[src/rtl/bram_arb_pkg.sv]
// Shared types and helpers for the frame-buffer BRAM write arbiter.
package bram_arb_pkg;

   // Controller states: normal arbitration, or the built-in clear sweep
   typedef enum logic {
      ARB   = 1'b0,
      CLEAR = 1'b1
   } state_t;

   localparam int unsigned DROP_CNT_W = 16;

   // Smallest address width able to index 'depth' words (minimum 1)
   function automatic int unsigned addr_w(input int unsigned depth);
      int unsigned w;
      w = 1;
      while ((64'd1 << w) < 64'(depth)) w++;
      return w;
   endfunction

endpackage

[src/rtl/rr_arbiter_2.sv]
// Two-way round-robin grant: a lone requester always wins; on a tie the
// requester that was not granted last time wins.
module rr_arbiter_2 (
   input  logic [1:0] valid,
   input  logic       last_grant,
   output logic [1:0] grant
);

   // Tie goes to requester 0 when requester 1 was granted last, and vice versa
   always_comb begin
      grant[0] = valid[0] & (~valid[1] | last_grant);
      grant[1] = valid[1] & (~valid[0] | ~last_grant);
   end

endmodule

[src/rtl/bram_write_arbiter.sv]
// Shares the frame-buffer BRAM write port A between two valid/ready
// requesters with round-robin arbitration and a registered BRAM drive.
// Optional clear sweep compiled in with macro BRAM_CLEAR_EN.
module bram_write_arbiter
   import bram_arb_pkg::*;
#(
   parameter  int unsigned RAM_WIDTH = 16,
   parameter  int unsigned RAM_DEPTH = 76800,
   localparam int unsigned ADDR_W    = addr_w(RAM_DEPTH)
) (
   input  logic                  clk_in,
   input  logic                  rst_in,
   input  logic                  req0_valid_in,
   input  logic [ADDR_W-1:0]     req0_addr_in,
   input  logic [RAM_WIDTH-1:0]  req0_data_in,
   output logic                  req0_ready_out,
   input  logic                  req1_valid_in,
   input  logic [ADDR_W-1:0]     req1_addr_in,
   input  logic [RAM_WIDTH-1:0]  req1_data_in,
   output logic                  req1_ready_out,
   input  logic                  clear_start_in,
   input  logic [RAM_WIDTH-1:0]  clear_value_in,
   output logic                  clear_busy_out,
   output logic                  ena_out,
   output logic                  wea_out,
   output logic [ADDR_W-1:0]     addra_out,
   output logic [RAM_WIDTH-1:0]  dia_out,
   output logic [DROP_CNT_W-1:0] drop_count_out
);

   logic [1:0]           grant;
   logic                 last_grant;
   logic                 arb_open;
   logic                 xfer;
   logic                 in_range;
   logic [ADDR_W-1:0]    sel_addr;
   logic [RAM_WIDTH-1:0] sel_data;
   logic                 sweep_wr;
   logic [ADDR_W-1:0]    sweep_addr;
   logic [RAM_WIDTH-1:0] sweep_data;

   rr_arbiter_2 u_rr (
      .valid      ({req1_valid_in, req0_valid_in}),
      .last_grant (last_grant),
      .grant      (grant)
   );

`ifdef BRAM_CLEAR_EN
   state_t               state;
   state_t               state_nx;
   logic [ADDR_W-1:0]    sweep_cnt;
   logic [RAM_WIDTH-1:0] clear_val;
   logic                 sweep_last;

   assign sweep_last     = (sweep_cnt == ADDR_W'(RAM_DEPTH - 1));
   assign sweep_wr       = (state == CLEAR);
   assign sweep_addr     = sweep_cnt;
   assign sweep_data     = clear_val;
   assign clear_busy_out = (state == CLEAR);

   // State register
   always_ff @(posedge clk_in or posedge rst_in) begin
      if (rst_in) state <= ARB;
      else        state <= state_nx;
   end

   // Next state; a start request pre-empts arbitration for that cycle
   always_comb begin
      state_nx = state;
      arb_open = 1'b0;
      case (state)
         ARB: begin
            if (clear_start_in) state_nx = CLEAR;
            else                arb_open = 1'b1;
         end
         CLEAR: begin
            if (sweep_last) state_nx = ARB;
         end
         default: state_nx = ARB;
      endcase
   end

   // Sweep address counter and latched fill value
   always_ff @(posedge clk_in or posedge rst_in) begin
      if (rst_in) begin
         sweep_cnt <= '0;
         clear_val <= '0;
      end else if (state == ARB && clear_start_in) begin
         sweep_cnt <= '0;
         clear_val <= clear_value_in;
      end else if (state == CLEAR) begin
         sweep_cnt <= sweep_cnt + ADDR_W'(1);
      end
   end
`else
   logic unused_clear;

   assign unused_clear   = clear_start_in ^ (^clear_value_in);
   assign arb_open       = 1'b1;
   assign sweep_wr       = 1'b0;
   assign sweep_addr     = '0;
   assign sweep_data     = '0;
   assign clear_busy_out = 1'b0;
`endif

   assign req0_ready_out = arb_open & grant[0];
   assign req1_ready_out = arb_open & grant[1];
   assign xfer           = arb_open & (|grant);
   assign sel_addr       = grant[1] ? req1_addr_in : req0_addr_in;
   assign sel_data       = grant[1] ? req1_data_in : req0_data_in;
   assign in_range       = ({1'b0, sel_addr} < (ADDR_W + 1)'(RAM_DEPTH));

   // Registered BRAM drive, round-robin pointer and saturating drop counter
   always_ff @(posedge clk_in or posedge rst_in) begin
      if (rst_in) begin
         ena_out        <= 1'b0;
         wea_out        <= 1'b0;
         addra_out      <= '0;
         dia_out        <= '0;
         drop_count_out <= '0;
         last_grant     <= 1'b1;
      end else begin
         ena_out <= 1'b0;
         wea_out <= 1'b0;
         if (sweep_wr) begin
            ena_out   <= 1'b1;
            wea_out   <= 1'b1;
            addra_out <= sweep_addr;
            dia_out   <= sweep_data;
         end else if (xfer) begin
            last_grant <= grant[1];
            if (in_range) begin
               ena_out   <= 1'b1;
               wea_out   <= 1'b1;
               addra_out <= sel_addr;
               dia_out   <= sel_data;
            end else if (drop_count_out != '1) begin
               drop_count_out <= drop_count_out + DROP_CNT_W'(1);
            end
         end
      end
   end

endmodule

[config.mk]
export PLATFORM = sky130hd
export DESIGN_NAME = bram_write_arbiter
export DESIGN_NICKNAME = d
export VERILOG_FILES = /design/src/rtl/bram_arb_pkg.sv /design/src/rtl/rr_arbiter_2.sv /design/src/rtl/bram_write_arbiter.sv
export SDC_FILE = /design/constraint.sdc
export NUM_CORES = 1
export LEC_CHECK = 0
export ABC_CLOCK_PERIOD_IN_PS = 2100
export CAP_MARGIN = 20
export CORE_ASPECT_RATIO = 2
export CORE_MARGIN = 1
export CORE_UTILIZATION = 39
export CTS_CLUSTER_DIAMETER = 60
export DETAILED_ROUTE_END_ITERATION = 10
export PLACE_DENSITY = 0.9
export SLEW_MARGIN = 5
export SYNTH_ARGS = -nofsm -noshare
export SYNTH_HDL_FRONTEND = slang
export SYNTH_SLANG_ARGS = --single-unit
[constraint.sdc]
create_clock -name clk_in -period 2.1 [get_ports clk_in]
set_input_delay 0.315 -clock clk_in [delete_from_list [all_inputs] [get_ports clk_in]]
set_output_delay 0.315 -clock clk_in [all_outputs]
set_load 0.05 [all_outputs]
Word level (Yosys, flattened, before mapping)
Index checks and enable logic that the tools add are counted.
Operators by class
  mux-type cells: 4
  magnitude comparators: 1
  reduce and logical (&&, ||, !) cells: 3
  bitwise logic cells: 8
  equality and inequality tests: 1
  $add $sub $neg: 1
Operator list (count)
  $lt A17 B17 Y1 const B: 1
  $mux W17: 1
  $add A16 B1 Y16 const B: 1
  $mux W16: 1
  $ne A16 B16 Y1 const B: 1
  $not A1 Y1: 4
  $reduce_and A3 Y1: 1
  $and A1 B1 Y1: 2
  $mux W1: 2
  $or A1 B1 Y1: 2
  $reduce_and A2 Y1: 1
  $reduce_or A2 Y1: 1
Word-level totals
  register bits: 51
  input port bits: 87
  output and inout bits: 54
  word-level logic and storage cells: 23

Longest topological paths before layout
Gate-level depths: netlist (run 1).
  depth after elaboration: 7
  mapped depth: 8
  mapped depth without buffers: 5

By module
From an unflattened synthesis (run 1), not the netlist that was laid out.
Second synthesis, totals
  cells, all modules: 237
  area, all modules: 2506.2 um^2
By module, submodules not included
  bram_write_arbiter: times used 1, sequential area each 1277.5 um^2, area each 2487.4 um^2, cells an instance 234
  rr_arbiter_2: times used 1, sequential area each 0.0 um^2, area each 18.8 um^2, cells an instance 3

Worst setup path after synthesis (run 1)
No wires, ideal clock.
  kind: reg-to-reg
  start: register drop_count_out[4]
  end: register drop_count_out[1]
  clock period less this slack: 2031 ps
  buffers on the path: 1
  data required time: 1975 ps
  library setup time: 125 ps
  data arrival time: 1907 ps
  cell stages (with the launch flop): 7
  slack: 69 ps
  path through: dfrtp_1 > and4_1 > and4_1 > and4_1 > buf_4 > nor2_1 > mux2_2
On the way
  word-level cells in the longest chain between the ends: 2
Ends and longest elaborated chain
  start, declared: RTL line bram_write_arbiter.sv:28  | output logic [DROP_CNT_W-1:0] drop_count_out
  start signal, assigned: RTL line bram_write_arbiter.sv:138  | drop_count_out <= drop_count_out + DROP_CNT_W'(1);
  $ne A16 B16 Y1: RTL line bram_write_arbiter.sv:137  | end else if (drop_count_out != '1) begin
  $reduce_and A3 Y1 (no source line)
Every way passes these cells.
A chain may end at the register's enable or synchronous reset.

Worst setup path after layout (run 1)
  start: input req1_valid_in
  end: register dia_out[14]
On the way
  word-level cells in the longest chain between the ends: 5
  elaborated cells on any way between the ends: 9
  those cells by class: order compare: 1; mux: 2; bitwise: 4; reduce/logical: 2
Ends and longest elaborated chain
  start, declared: RTL line bram_write_arbiter.sv:17  | input logic req1_valid_in,
  branches (longest 5 deep; another with $lt A17 B17 Y1)
  end signal, assigned: RTL line bram_write_arbiter.sv:129  | dia_out <= sweep_data;
  end signal, assigned: RTL line bram_write_arbiter.sv:136  | dia_out <= sel_data;
  end, declared: RTL line bram_write_arbiter.sv:27  | output logic [RAM_WIDTH-1:0] dia_out,
Parallel ways; which one is timed is not known.

==> results of run 1 <==
## where the power goes
group | switching, mW | internal, mW | leakage (nW)
combinational | 1.13 | 0.705 | 1.06
sequential | 0.150 | 1.18 | 0.595
clock | 0.317 | 0.428 | 0.0628
total | 1.60 | 2.32 | 1.72
## per-layer routing
layer,track usage (%),vias to the layer above,part of all wire [%]
met5,0,-,0
met2,41.6,88,60
met1,19.7,1060,33
met3,2.66,12,4.5
li1,-,1081,-
met4,9.21,0,2.7
## path summary, 6_finish.rpt
| check | from | end | slack (ps) | cells past startpoint |
|---|---|---|---|---|
| worst min register to register | drop_count_out[5] | drop_count_out[5] | 490 | 1 |
| worst max register to register | drop_count_out[3] | drop_count_out[5] | 190 | 6 |
| worst max-delay path | req1_valid_in | dia_out[14] | 120 | 7 |
| max in group asynchronous | rst_in | last_grant | 1220 | 3 |
| min in group clk_in | drop_count_out[5] | drop_count_out[5] | 490 | 1 |
| worst min-delay path | rst_in | drop_count_out[0] | 330 | 2 |
## worst max-delay path: stages
cell	delay [ps]
clkdlybuf4s50_1	480
a21boi_4	270
mux2_2	410
a31oi_4	270
buf_12	230
nor2_1	60
a21oi_1	130
## flip-flops by register name, summed over array words and instances, names as in the netlist
register	flops
addra_out	17
dia_out	16
drop_count_out	16
last_grant	1
wea_out	1
## layout make-up
class                           count  area share, %
Inverter                            2          0.183
Clock buffer                        6           3.14
Multi-Input combinational cell    166           28.3
Tap cell                           86           2.62
Timing Repair Buffer              141           34.6
Sequential cell                    51           31.1
## cell usage in the layout (no fill, tap or decap), drive strengths merged
master and count:
nor3b 1, and4 4, nand2b 1, a31oi 2, nand4 2, xnor2 4, a32o 1, mux2i 32
o22a 1, a2111o 1, inv 2, nand4b 1, a21boi 1, a21o 1, ha 1, nand3 7
dfstp 1, o211ai 1, clkdlybuf4s50 120, mux2 2, nor4 3, nor3 5, and3 3, conb 1
buf 21, xor2 11, dfrtp 50, and2 3, nor2 38, nand2 5, clkbuf 6, a21oi 34
## logic make-up (layout without fill, tap and decap cells)
logic type / count (synthesis) / count (layout) / share of synthesized area, %
simple gates: 73 / 73 / 13.7
flops: 51 / 51 / 50.3
compound gates: 42 / 42 / 11.9
mux: 34 / 34 / 13.5
buf+inv: 18 / 149 / 4.73
xor+xnor: 15 / 15 / 5.17
fa+ha+maj: 1 / 1 / 0.493
other cells: 1 / 1 / 0.148
## stage by stage
step                total power [mW]  std cells  setup WS, ps
detailed placement              3.20        446          -176
CTS                             3.95        452           115
global placement                3.15        446          -127
global route                    4.10        452          5.18
floorplan                       2.47        235          68.8
finish                          3.92        452           122
==> impl_metrics.py, run 1 <==
metrics = {
    "layout": {
        "drive_above_1_share_pct": 13.4,
        "synthToLayoutAreaGrowth_pct": 61.8,
        "nets": 455,
        "fin_util_pct": 65.1,
        "diodes": 0,
        "final_area_um2": 4110,
        "regArea_um2": 1280,
        "multiInputGateArea_um2": 1160,
        "n_fill_cell": 505,
    },
    "global_routing": {
        "grt_max_degree": 39,
        "grt.overflow.total": 0,
        "antenna_found_initial": 0,
        "grt_use_total_pct": 20.7,
        "grt_pass1_wl_um": 10500,
        "grt_pass1_vias": 2223,
    },
    "clock_network": {
        "clk_path_buf_depth": 2,
        "postCtsSetupBuffers": 0,
        "htree_levels": 2,
        "clkSlewWorstSetupHoldPaths_ps": 60,
        "clock_latency_ps": 280,
        "ctsResizeCount": 0,
        "numCtsBuffers": 5,
        "root_buffer": "clkbuf_16",
        "cts_num_sinks": 51,
        "cts_tree": "built",
        "cts_hold_buf": 0,
    },
    "route": {
        "wl_per_cell_um": 14.8,
        "dr.pass1.iters": 4,
        "routed_via_density": 4.96,
        "num_vias": 2241,
        "wl_um": 6690,
        "drtIter0Drc": 67,
        "drcViolationCount": 0,
        "final_antenna_net_count": 0,
    },
    "synth": {
        "syn_inst": 235,
        "synth_top_area_cell": "dfrtp_1",
        "yosys-top-cells-count": "dfrtp_1 (50), nor2_1 (38), mux2i_1 (32)",
        "ys_seq_area_share_pct": 50.3,
        "synth-seq-cells": 51,
        "synth_ff_type": "dfrtp_1",
        "yosys.area.top_type_share_pct": 49.3,
        "synth_area_leaders": "dfrtp_1 (49%), mux2i_1 (13%), a21oi_2 (5.9%)",
        "async_flop_share_pct": 100,
        "synth_nets": 323,
        "netlist_area_um2": 2540,
        "yosysMostFrequentCell": "dfrtp_1",
        "ys_types": 34,
        "synth_edf_count": 0,
        "synth_warnings": 0,
        "synth_area_per_cell_um2": 10.8,
    },
    "setup_path": {
        "path_class": "input pin to register",
        "critPathRequiredTime_ps": 2300,
        "crit_fanout": 38,
        "crit_path_end_kind": "register",
        "crit_path_start_kind": "input pin",
        "crit_arrival_ps": 2180,
    },
    "timing": {
        "clock_skew_ps": 2.79,
        "max_freq_ghz": 0.506,
        "slew-limit-headroom_pct": 62.6,
        "period_share_pct": 94.2,
        "maxSlewViolCount": 0,
        "fin_setup_tns_ps": 0,
        "layout_min_cycle_time_ps": 1980,
        "finalSetupViolCount": 0,
        "grt_setup_unrepaired": "no",
        "finalHoldViolCount": 0,
        "hold_slack_ps": 329,
        "timing_worst_slew_pin_value_ps": 559,
    },
    "die": {
        "num_rows": 41,
        "die_h_um": 116,
        "coreArea_um2": 6310,
        "io_pins": 141,
        "initial_core_util_pct": 40.2,
        "die_w_um": 59.1,
        "die-area_um2": 6860,
    },
    "place": {
        "hpwl_um": 5250,
        "placed_area_um2": 3980,
        "portBuffers": 122,
        "gp_congestion": 0.789,
    },
    "power": {
        "irDropWorstVdd_v": 0.000499,
        "power_density_nw_per_um2": 954,
        "leakage_nw": 1.72,
    },
    "outcome": {
        "status": "finished, final reports clean",
    },
    "min_path": {
        "hp-class": "input pin to asynchronous set/reset pin",
    },
    "job": {
        "max_cap_viol_count": 0,
    },
}
Note: power is estimated with default switching activity, not from simulation.
==> run 2: changes to the inputs <==
--- a/config.mk
+++ b/config.mk
@@ -13,6 +13,7 @@
 export CTS_CLUSTER_DIAMETER = 60
 export DETAILED_ROUTE_END_ITERATION = 10
 export PLACE_DENSITY = 0.9
+export REMOVE_ABC_BUFFERS = 1
 export SLEW_MARGIN = 5
 export SYNTH_ARGS = -nofsm -noshare
 export SYNTH_HDL_FRONTEND = slang
==> run 2 against run 1 <==
Clock-buffer cell count increased by 2. Power is 2.3% higher. Setup slack improved by 8.5 ps. Flip-flop and latch count unchanged. Non-clock buffer count is 6 lower. Sequential share of layout area rose by 0.095 points. Final cell count shrank 0.88%. Via count down 1.5%. Largest power group unchanged. Highest routed layer unchanged.
==> impl_metrics.py, run 2 (synthesis gave the netlist of run 1 again) <==
metrics = {
    "place": {
        "portBuffers": 122,
        "place_inst": 439,
        "gp_congestion": 0.765,
        "hpwl_um": 5190,
    },
    "min_path": {
        "hp-class": "input pin to asynchronous set/reset pin",
    },
    "die": {
        "coreArea_um2": 6310,
        "die_h_um": 116,
        "die-area_um2": 6860,
        "io_pins": 141,
        "die_w_um": 59.1,
        "num_rows": 41,
        "initial_core_util_pct": 40.2,
    },
    "layout": {
        "largest_registers": "addra_out: 17 flops, dia_out: 16 flops, drop_count_out: 16 flops",
        "final_common_cell": "clkdlybuf4s50_1",
        "drive_above_1_share_pct": 12.4,
        "largest_register_ffs": 17,
        "layout_common_cells": "clkdlybuf4s50_1 (120), dfrtp_1 (50), nor2_1 (38), mux2i_1 (32)",
        "diodes": 0,
        "nets": 449,
        "top_register": "addra_out",
        "synthToLayoutAreaGrowth_pct": 61.3,
        "fin_cells": 448,
    },
    "clock_network": {
        "cts_num_sinks": 51,
        "htree_levels": 2,
        "numCtsBuffers": 5,
        "clock_latency_ps": 280,
        "clk_path_buf_depth": 2,
        "ctsResizeCount": 0,
        "clkSlewWorstSetupHoldPaths_ps": 60,
        "cts_tree": "built",
        "postCtsSetupBuffers": 0,
        "cts_hold_buf": 0,
        "root_buffer": "clkbuf_16",
    },
    "global_routing": {
        "antenna_found_initial": 0,
        "grt_pass1_wl_um": 10000,
        "grt_max_degree": 66,
        "grt_pass1_vias": 2187,
        "grt_use_total_pct": 19.3,
        "grt.overflow.total": 0,
    },
    "route": {
        "num_vias": 2207,
        "drcViolationCount": 0,
        "wl_um": 6800,
        "dr.pass1.iters": 4,
        "wl_per_cell_um": 15.2,
        "drtIter0Drc": 102,
        "routed_via_density": 4.93,
        "final_antenna_net_count": 0,
    },
    "timing": {
        "timing_worst_slew_pin_value_ps": 551,
        "max_freq_ghz": 0.508,
        "period_share_pct": 93.8,
        "finalHoldViolCount": 0,
        "slew-limit-headroom_pct": 63.1,
        "layout_min_cycle_time_ps": 1970,
        "finalSetupViolCount": 0,
        "clock_skew_ps": 3.78,
        "maxSlewViolCount": 0,
        "grt_setup_unrepaired": "no",
        "fin_setup_tns_ps": 0,
    },
    "power": {
        "irDropWorstVdd_v": 0.000791,
        "leakage_nw": 1.71,
        "power_density_nw_per_um2": 979,
    },
    "setup_path": {
        "crit_arrival_ps": 2180,
        "crit_path_start_kind": "input pin",
        "crit_fanout": 32,
        "r2r_cells": 6,
        "path_class": "input pin to register",
        "critPathRequiredTime_ps": 2310,
        "crit_path_end_kind": "register",
    },
    "outcome": {
        "status": "finished, final reports clean",
    },
    "job": {
        "max_cap_viol_count": 0,
    },
}
[run 2: changes by cell type in the layout (fill, tap and decap cells not counted)]
cell	before	now
clkbuf_8	0	2
buf_12	5	4
buf_4	16	10
clkbuf_16	5	6
[run 2: worst max-delay path, cell delays in order]
cell and delay [ps]:
clkdlybuf4s50_1 480, a21boi_4 260, mux2_2 400, a31oi_4 270
clkbuf_16 280, nor2_1 70, a21oi_2 100
[run 2: path summary, 6_finish.rpt]
check,from,endpoint,slack [ps]
worst max-delay path,req1_valid_in,addra_out[14],130
worst min-delay path,rst_in,addra_out[0],370
worst max register to register,drop_count_out[3],drop_count_out[0],140
worst min register to register,drop_count_out[15],drop_count_out[15],510
max in group asynchronous,rst_in,dia_out[1],1190
min in group clk_in,drop_count_out[15],drop_count_out[15],510
[run 2: power by group]
group / internal, mW / switching (mW) / leakage, nW
combinational: 0.699 / 1.14 / 1.04
clock: 0.507 / 0.320 / 0.0772
sequential: 1.18 / 0.152 / 0.595
total: 2.39 / 1.62 / 1.71
[run 2: area by class of cell]
| type | instances | area [um^2] |
|---|---|---|
| Multi-Input combinational cell | 166 | 1160 |
| Tap cell | 86 | 108 |
| Timing Repair Buffer | 135 | 1380 |
| Sequential cell | 51 | 1280 |
| Fill cell | 527 | 2220 |
| Clock buffer | 8 | 156 |
| Inverter | 2 | 7.51 |
[run 2: metal layers]
metal	track usage (%)	wire length (um)	part of all wire [%]
met2	39.0	4070	60
met5	0	0	0
met1	18.8	2350	35
met3	2.77	260	3.8
met4	6.67	117	1.7
[run 2: stage by stage]
| step | util (%) | power [mW] | hold WS [ps] | area (um^2) | setup slack, ps |
|---|---|---|---|---|---|
| after floorplan | - | 2.46 | 369 | 2430 | -4210 |
| after global placement | 62.0 | 3.14 | 483 | 3910 | -140 |
| after detailed placement | 62.0 | 3.18 | 498 | 3910 | -186 |
| after CTS | 64.5 | 4.03 | 388 | 4070 | 108 |
| after global routing | 64.9 | 4.19 | 406 | 4090 | 7.13 |
| final | 64.9 | 4.01 | 373 | 4090 | 131 |
==> run 3: changes to the inputs <==
--- a/config.mk
+++ b/config.mk
@@ -12,6 +12,7 @@
 export CORE_UTILIZATION = 39
 export CTS_CLUSTER_DIAMETER = 60
 export DETAILED_ROUTE_END_ITERATION = 10
+export GPL_ROUTABILITY_DRIVEN = 0
 export PLACE_DENSITY = 0.9
 export REMOVE_ABC_BUFFERS = 1
 export SLEW_MARGIN = 5
==> results of run 3 <==
Final layout, timing and power as in run 2 (identical DEF).
